### src/rtl/sprite_ctrl_pkg.sv
`default_nettype none
// ============================================================================
//  Module      : sprite_ctrl_pkg
//  Description : Shared scancodes, direction indices, PS2 decode states and
//                requester identifiers for the sprite movement controller.
//  Revision    : 1.0 - initial release
// ============================================================================
package sprite_ctrl_pkg;

    localparam logic [7:0] SC_EXT = 8'hE0;
    localparam logic [7:0] SC_BRK = 8'hF0;
    localparam logic [7:0] SC_UP  = 8'h75;
    localparam logic [7:0] SC_DN  = 8'h72;
    localparam logic [7:0] SC_LT  = 8'h6B;
    localparam logic [7:0] SC_RT  = 8'h74;

    // Request vectors are ordered {up, down, left, right}
    localparam int DIR_UP = 3;
    localparam int DIR_DN = 2;
    localparam int DIR_LT = 1;
    localparam int DIR_RT = 0;

    localparam logic SRC_BTN = 1'b0;
    localparam logic SRC_PS2 = 1'b1;

    typedef enum logic [1:0] {
        P_IDLE   = 2'd0,
        P_EXT    = 2'd1,
        P_BRK    = 2'd2,
        P_EXTBRK = 2'd3
    } ps2_state_t;

    function automatic logic [3:0] sc_dir_mask(input logic [7:0] sc);
        logic [3:0] m;
        m = 4'b0000;
        case (sc)
            SC_UP:   m[DIR_UP] = 1'b1;
            SC_DN:   m[DIR_DN] = 1'b1;
            SC_LT:   m[DIR_LT] = 1'b1;
            SC_RT:   m[DIR_RT] = 1'b1;
            default: m = 4'b0000;
        endcase
        return m;
    endfunction

endpackage
`default_nettype wire

### src/rtl/sprite_move_ctrl_if.sv
`default_nettype none
// ============================================================================
//  Module      : sprite_move_ctrl_if
//  Description : Input requests and position outputs of the sprite controller.
//  Revision    : 1.0 - initial release
// ============================================================================
interface sprite_move_ctrl_if;
    logic       up;
    logic       down;
    logic       left;
    logic       right;
    logic       ps2_key_pressed;
    logic [7:0] ps2_key_data;
    logic       frame_tick;
    logic [9:0] pos_x;
    logic [8:0] pos_y;
    logic       move_valid;
    logic       grant_src;

    modport master (
        output up, down, left, right, ps2_key_pressed, ps2_key_data, frame_tick,
        input  pos_x, pos_y, move_valid, grant_src
    );

    modport slave (
        input  up, down, left, right, ps2_key_pressed, ps2_key_data, frame_tick,
        output pos_x, pos_y, move_valid, grant_src
    );
endinterface
`default_nettype wire

### src/rtl/button_debounce.sv
`default_nettype none
// ============================================================================
//  Module      : button_debounce
//  Description : Synchronises an active-low push-button and accepts a new
//                level only after DEB_CYCLES consecutive equal samples.
//  Revision    : 1.0 - initial release
// ============================================================================
module button_debounce #(
    parameter int DEB_CYCLES = 500000
) (
    input  wire logic clock,
    input  wire logic resetn,
    input  wire logic raw_n,
    output logic      level
);
    localparam int CW = $clog2(DEB_CYCLES) + 1;

    logic          r_s1;
    logic          r_s2;
    logic          r_smp;
    logic [CW-1:0] r_cnt;
    logic          r_level;
    logic          w_lvl;

    assign w_lvl = ~r_s2;
    assign level = r_level;

    always_ff @(posedge clock) begin
        if (!resetn) begin
            r_s1    <= 1'b1;
            r_s2    <= 1'b1;
            r_smp   <= 1'b0;
            r_cnt   <= '0;
            r_level <= 1'b0;
        end else begin
            r_s1  <= raw_n;
            r_s2  <= r_s1;
            r_smp <= w_lvl;
            if (w_lvl != r_smp) begin
                r_cnt <= '0;
            end else if (r_cnt != CW'(DEB_CYCLES - 1)) begin
                r_cnt <= r_cnt + 1'b1;
            end else begin
                r_level <= r_smp;
            end
        end
    end
endmodule
`default_nettype wire

### src/rtl/sprite_move_ctrl.sv
`default_nettype none
// ============================================================================
//  Module      : sprite_move_ctrl
//  Description : Arbitrates buttons and PS2 arrows onto a clamped sprite
//                position, updated at most once per frame_tick.
//  Revision    : 1.0 - initial release
// ============================================================================
module sprite_move_ctrl
    import sprite_ctrl_pkg::*;
#(
    parameter int DEB_CYCLES = 500000,
    parameter int STEP       = 4,
    parameter int X_MAX      = 624,
    parameter int Y_MAX      = 464,
    parameter int INIT_X     = 312,
    parameter int INIT_Y     = 232
) (
    input  wire logic          clock,
    input  wire logic          resetn,
    sprite_move_ctrl_if.slave  bus
);
    logic [3:0] w_raw_n;
    logic [3:0] w_btn_req;

    assign w_raw_n = {bus.up, bus.down, bus.left, bus.right};

    generate
        for (genvar gi = 0; gi < 4; gi++) begin : g_deb
            button_debounce #(.DEB_CYCLES(DEB_CYCLES)) u_deb (
                .clock  (clock),
                .resetn (resetn),
                .raw_n  (w_raw_n[gi]),
                .level  (w_btn_req[gi])
            );
        end
    endgenerate

    ps2_state_t r_state, w_state_nxt;
    logic [3:0] r_held, w_held_nxt;

    always_ff @(posedge clock) begin
        if (!resetn) begin
            r_state <= P_IDLE;
            r_held  <= 4'b0000;
        end else begin
            r_state <= w_state_nxt;
            r_held  <= w_held_nxt;
        end
    end

    always_comb begin
        w_state_nxt = r_state;
        w_held_nxt  = r_held;
        if (bus.ps2_key_pressed) begin
            case (r_state)
                P_IDLE: begin
                    if (bus.ps2_key_data == SC_EXT)      w_state_nxt = P_EXT;
                    else if (bus.ps2_key_data == SC_BRK) w_state_nxt = P_BRK;
                end
                P_EXT: begin
                    if (bus.ps2_key_data == SC_BRK) begin
                        w_state_nxt = P_EXTBRK;
                    end else begin
                        w_held_nxt  = r_held | sc_dir_mask(bus.ps2_key_data);
                        w_state_nxt = P_IDLE;
                    end
                end
                P_EXTBRK: begin
                    w_held_nxt  = r_held & ~sc_dir_mask(bus.ps2_key_data);
                    w_state_nxt = P_IDLE;
                end
                default: w_state_nxt = P_IDLE;
            endcase
        end
    end

    logic               r_rr;
    logic [9:0]         r_pos_x;
    logic [8:0]         r_pos_y;
    logic               r_move_valid;
    logic               r_grant_src;

    logic               w_btn_act, w_ps2_act, w_grant, w_gsrc;
    logic [3:0]         w_req;
    logic signed [10:0] w_dx, w_x_sum;
    logic signed [9:0]  w_dy, w_y_sum;
    logic [9:0]         w_x_nxt;
    logic [8:0]         w_y_nxt;

    // Arbitration sees the registered held flags, so a PS2 byte arriving
    // with frame_tick only takes effect on a later frame.
    always_comb begin
        w_btn_act = |w_btn_req;
        w_ps2_act = |r_held;
        w_grant   = w_btn_act | w_ps2_act;
        w_gsrc    = (w_btn_act && w_ps2_act) ? r_rr : w_ps2_act;
        w_req     = (w_gsrc == SRC_PS2) ? r_held : w_btn_req;

        w_dx = '0;
        if (w_req[DIR_RT] && !w_req[DIR_LT])      w_dx = 11'(STEP);
        else if (w_req[DIR_LT] && !w_req[DIR_RT]) w_dx = -11'(STEP);
        w_dy = '0;
        if (w_req[DIR_DN] && !w_req[DIR_UP])      w_dy = 10'(STEP);
        else if (w_req[DIR_UP] && !w_req[DIR_DN]) w_dy = -10'(STEP);

        w_x_sum = $signed({1'b0, r_pos_x}) + w_dx;
        w_y_sum = $signed({1'b0, r_pos_y}) + w_dy;

        if (w_x_sum < 0)                      w_x_nxt = '0;
        else if (w_x_sum > $signed(11'(X_MAX))) w_x_nxt = 10'(X_MAX);
        else                                  w_x_nxt = w_x_sum[9:0];

        if (w_y_sum < 0)                      w_y_nxt = '0;
        else if (w_y_sum > $signed(10'(Y_MAX))) w_y_nxt = 9'(Y_MAX);
        else                                  w_y_nxt = w_y_sum[8:0];
    end

    always_ff @(posedge clock) begin
        if (!resetn) begin
            r_rr         <= SRC_BTN;
            r_pos_x      <= 10'(INIT_X);
            r_pos_y      <= 9'(INIT_Y);
            r_move_valid <= 1'b0;
            r_grant_src  <= SRC_BTN;
        end else if (bus.frame_tick && w_grant) begin
            r_pos_x      <= w_x_nxt;
            r_pos_y      <= w_y_nxt;
            r_move_valid <= (w_x_nxt != r_pos_x) || (w_y_nxt != r_pos_y);
            r_grant_src  <= w_gsrc;
            r_rr         <= ~w_gsrc;
        end else begin
            r_move_valid <= 1'b0;
        end
    end

    assign bus.pos_x      = r_pos_x;
    assign bus.pos_y      = r_pos_y;
    assign bus.move_valid = r_move_valid;
    assign bus.grant_src  = r_grant_src;
endmodule
`default_nettype wire

### src/flat_wrapper.sv
// flat-port wrapper written by rule: the top's interface ports become plain ports
module sprite_move_ctrl_flat import sprite_ctrl_pkg::*;
#(
    parameter int DEB_CYCLES = 500000,
    parameter int STEP       = 4,
    parameter int X_MAX      = 624,
    parameter int Y_MAX      = 464,
    parameter int INIT_X     = 312,
    parameter int INIT_Y     = 232
)
  (clock, resetn, bus_up, bus_down, bus_left, bus_right, bus_ps2_key_pressed, bus_ps2_key_data, bus_frame_tick, bus_pos_x, bus_pos_y, bus_move_valid, bus_grant_src);
  sprite_move_ctrl_if bus_i ();
  input  wire logic clock;
  input  wire logic resetn;
  input wire logic [$bits(bus_i.up)-1:0] bus_up;
  input wire logic [$bits(bus_i.down)-1:0] bus_down;
  input wire logic [$bits(bus_i.left)-1:0] bus_left;
  input wire logic [$bits(bus_i.right)-1:0] bus_right;
  input wire logic [$bits(bus_i.ps2_key_pressed)-1:0] bus_ps2_key_pressed;
  input wire logic [$bits(bus_i.ps2_key_data)-1:0] bus_ps2_key_data;
  input wire logic [$bits(bus_i.frame_tick)-1:0] bus_frame_tick;
  output wire logic [$bits(bus_i.pos_x)-1:0] bus_pos_x;
  output wire logic [$bits(bus_i.pos_y)-1:0] bus_pos_y;
  output wire logic [$bits(bus_i.move_valid)-1:0] bus_move_valid;
  output wire logic [$bits(bus_i.grant_src)-1:0] bus_grant_src;
  assign bus_i.up = bus_up;
  assign bus_i.down = bus_down;
  assign bus_i.left = bus_left;
  assign bus_i.right = bus_right;
  assign bus_i.ps2_key_pressed = bus_ps2_key_pressed;
  assign bus_i.ps2_key_data = bus_ps2_key_data;
  assign bus_i.frame_tick = bus_frame_tick;
  assign bus_pos_x = bus_i.pos_x;
  assign bus_pos_y = bus_i.pos_y;
  assign bus_move_valid = bus_i.move_valid;
  assign bus_grant_src = bus_i.grant_src;
  sprite_move_ctrl #(.DEB_CYCLES(DEB_CYCLES), .STEP(STEP), .X_MAX(X_MAX), .Y_MAX(Y_MAX), .INIT_X(INIT_X), .INIT_Y(INIT_Y)) u_core (.clock(clock), .resetn(resetn), .bus(bus_i));
endmodule
### config.mk
export PLATFORM = sky130hd
export DESIGN_NAME = sprite_move_ctrl_flat
export DESIGN_NICKNAME = d
export VERILOG_FILES = /design/src/rtl/sprite_ctrl_pkg.sv /design/src/rtl/sprite_move_ctrl_if.sv /design/src/rtl/button_debounce.sv /design/src/rtl/sprite_move_ctrl.sv /design/src/flat_wrapper.sv
export SDC_FILE = /design/constraint.sdc
export NUM_CORES = 1
export LEC_CHECK = 0
export CELL_PAD_IN_SITES_DETAIL_PLACEMENT = 0
export CELL_PAD_IN_SITES_GLOBAL_PLACEMENT = 2
export CORE_ASPECT_RATIO = 1.1
export CORE_MARGIN = 2
export CORE_UTILIZATION = 38
export CTS_BUF_LIST = sky130_fd_sc_hd__clkbuf_2 sky130_fd_sc_hd__clkbuf_4 sky130_fd_sc_hd__clkbuf_8
export DETAILED_ROUTE_END_ITERATION = 8
export PLACE_DENSITY = 0.81
export REMOVE_ABC_BUFFERS = 1
export SETUP_SLACK_MARGIN = 0.5
export SYNTH_ARGS = -nofsm -noshare
export SYNTH_HDL_FRONTEND = slang
export SYNTH_SLANG_ARGS = --single-unit
### constraint.sdc
create_clock -name clock -period 5.2 [get_ports clock]
set_input_delay 1.56 -clock clock [delete_from_list [all_inputs] [get_ports clock]]
set_output_delay 1.56 -clock clock [all_outputs]
set_load 0.01 [all_outputs]
==> flow_metrics.py <==
metrics = {
    "outcome": {
        "status": "complete, no violations",
    },
    "critical_path": {
        "crit_chain": "nor4_2, o21bai_2, mux2_2, ha_1, inv_1, ha_2, ha_2, or3_1, a21oi_2, o41ai_2, nor3b_1, or3_4, or4_1, a2bb2oi_1, and4_1, a41oi_1",
        "crit_required_ps": 5490,
        "crit_slowest_cell": "or4_1",
        "crit_fanout": 8,
        "startpoint_type": "flip-flop",
        "path_common_cell": "ha_2",
        "crit_path_end_kind": "flip-flop",
        "path_class": "reg -> reg",
        "arrival_ps": 4730,
        "cpPeakStageDelay_ps": 520,
    },
    "timing": {
        "period_share_pct": 85.3,
        "final.setup.tns_ps": 0,
        "setup_viol": 0,
        "hold_viol": 0,
        "fmax_mhz": 225,
        "worstMarginPinSlew_ps": 700,
        "timing.hold.ws_ps": 401,
        "relSlewSlack_pct": 53.2,
        "rsz0062_at_grt": "false",
        "fin_worst_skew_ps": 11.1,
        "worst_slack_ps": 763,
        "slew_violations": 0,
        "period_minus_slack_ps": 4440,
    },
    "detailed_routing": {
        "drtIter0Drc": 333,
        "ant_nets": 0,
        "vias_per_cell": 5.34,
        "vias": 5554,
        "avgRoutedWirePerCell_um": 14.3,
        "drc": 0,
        "drt_wl_total_um": 14900,
        "first_pass_iters": 4,
    },
    "clock_network": {
        "cts_root_buf": "clkbuf_8",
        "cts_setup_buffers": 0,
        "cts_tree": "built",
        "clkLatencyLatePin_ps": 430,
        "max-clock-path-buffers": 2,
        "numCtsBuffers": 17,
        "ctsHoldBuffers": 0,
        "clkSinkCount": 124,
        "clk_pin_slew_worst_paths_ps": 80,
        "cts_max_level": 4,
    },
    "synthesis": {
        "synth_compound_area_share_pct": 13.5,
        "synthAdderAreaFrac_pct": 3.58,
        "synth_top_family_by_area": "simple AND/OR/NAND/NOR gates",
        "synth.ff_latch_count": 124,
        "synth_edf_count": 0,
        "synth_cell_types": 70,
        "synth.mux.area_fraction_pct": 1.92,
        "yosys.area_share.simple_pct": 28.0,
        "syn_avg_cell_area_um2": 8.23,
        "synth_area_um2": 6500,
        "synth-seq-area-share_pct": 38.2,
        "synthCells": 790,
        "synthFlopType": "dfxtp_1",
        "async_flop_share_pct": 0,
        "synthXorXnorAreaFrac_pct": 11.6,
        "yosysWarnings": 0,
    },
    "die": {
        "dieArea_um2": 18200,
        "die_x_um": 129,
        "die_y_um": 141,
        "fp.coreArea_um2": 16900,
        "ios": 37,
        "initial_core_util_pct": 38.5,
        "fp-row-count": 50,
    },
    "job": {
        "drv_cap": 0,
    },
    "pwr": {
        "irDropWorstVdd_v": 0.000150,
        "p_leak_nw": 2.79,
        "power.density_nw_per_um2": 262,
    },
    "place": {
        "place.gp.congestion": 0.785,
        "io_buffers": 36,
        "hpwl_um": 10500,
        "post-place-ws_ps": 320,
    },
    "global_route": {
        "grt_pass1_vias": 5326,
        "grt_max_degree": 23,
        "busiest_layer": "met2",
        "grt_first_pass_wirelength_um": 25200,
        "globalRouteTotalUtil_pct": 17.1,
        "met3_usage_pct": 4.78,
        "antenna_found_initial": 0,
        "gr-total-overflow": 0,
        "grt_util_met2_pct": 26.6,
        "met1_usage_pct": 22.9,
    },
    "layout": {
        "layout_commonest_cell": "dfxtp_1",
        "antennaDiodeCount": 0,
        "areaGrowthSynthToFinish_pct": 15.6,
        "finalNetCount": 854,
        "drive_gt1_share_pct": 6.72,
        "final_cell_mix": "124 x dfxtp_1, 113 x nor2_1, 78 x nand2_1",
    },
    "hold_path": {
        "hold_path_class": "reg -> reg",
    },
}
## metal layers
metal	vias up	routed length [um]	share of wire, %
met5	-	0	0
met3	13	608	4.1
met4	0	186	1.2
met2	96	6770	45
li1	2849	-	-
met1	2596	7350	49
## metrics by stage
| step | instance area (um2) | power (mW) | util, % | std cells |
|---|---|---|---|---|
| 2_1_floorplan | 6380 | 1.02 | - | 760 |
| 3_3_place_gp | 7040 | 1.05 | 41.7 | 1009 |
| 3_5_place_dp | 7040 | 1.05 | 41.7 | 1009 |
| 4_1_cts | 7490 | 2.00 | 44.4 | 1041 |
| 5_1_grt | 7520 | 2.06 | 44.5 | 1041 |
| 6_report | 7520 | 1.97 | 44.5 | 1041 |
## final cells by class
type,count,area [um2]
clock inverter,11,168
fill,1690,9370
multi-input combinational,613,3860
inverter,23,86.3
tap,208,260
sequential,124,2480
clock buffer,21,270
timing repair buffer,41,398
## path summary, 6_finish.rpt
kind              slack [ps]                    endpoint                        from  cells after the start
hold / removal           400  u_core.g_deb[3].u_deb.r_s2  u_core.g_deb[3].u_deb.r_s1                      1
hold reg to reg          400  u_core.g_deb[3].u_deb.r_s2  u_core.g_deb[3].u_deb.r_s1                      1
setup / recovery         760       u_core.bus.move_valid                   flip-flop                     16
setup reg to reg         760       u_core.bus.move_valid                   flip-flop                     16
## report_power, final
group | switching, mW | total (mW) | leakage [nW] | internal [mW]
clock network | 0.388 | 0.938 | 0.220 | 0.550
registers | 0.0107 | 0.971 | 1.00 | 0.961
logic | 0.0353 | 0.0600 | 1.57 | 0.0247
## cells in the mapped netlist (4+ instances only)
master,instances,share of area (%)
ha_1,17,3.3
nand4_1,24,2.3
a32oi_1,4,0.54
nor3_1,10,0.77
xor2_1,53,7.1
o21ai_0,34,2.6
or3_1,15,1.4
a21oi_1,36,2.8
nor2b_1,9,0.87
or4_1,6,0.69
mux2i_1,8,1.2
dfxtp_1,124,38
mux2_2,4,0.69
o31ai_1,5,0.58
inv_1,22,1.3
xnor2_1,33,4.4
clkbuf_1,24,1.4
nor2_1,113,6.5
nor4b_1,7,0.94
and3_1,13,1.3
nand3b_1,4,0.46
nand2b_1,15,1.4
a211oi_1,6,0.69
nor3b_1,9,1.0
o211ai_1,6,0.69
nand3_1,34,2.6
nand2_1,78,4.5
nor4_1,10,0.96
## kinds of logic after synthesis
| group | Yosys count |
|---|---|
| AOI/OAI and AO/OA | 134 |
| xor gates and xnor gates | 86 |
| adders and majority gates | 18 |
| buffers and inverters | 53 |
| DFF | 124 |
| muxes | 12 |
| and+or+nand+nor | 363 |
## flip-flops by register name, summed over array words and instances (netlist names), named ones only
signal                    count
u_core.bus.move_valid         1
u_core.bus.pos_y              9
u_core.r_rr                   1
u_core.g_deb.u_deb.r_s2       4
u_core.bus.grant_src          1
u_core.g_deb.u_deb.r_cnt     80
u_core.g_deb.u_deb.level      4
u_core.r_state                2
u_core.bus.pos_x             10
u_core.g_deb.u_deb.r_smp      4
u_core.g_deb.u_deb.r_s1       4
## worst max-delay path, delay by kind of cell, from the launching register on
family          cells  cell delay (ps)
fa+ha+maj           3              760
simple gates        6             1720
buf+inv             1               70
mux                 1              390
flops               1              330
compound gates      5             1020
## what timing repair did
action                     4_1_cts  5_1_grt
gates resized for setup          3        6
pin swaps                        0        1
hold endpoints to repair         0        0
setup endpoints to repair        1        1
(Power assumes the default switching activity.)
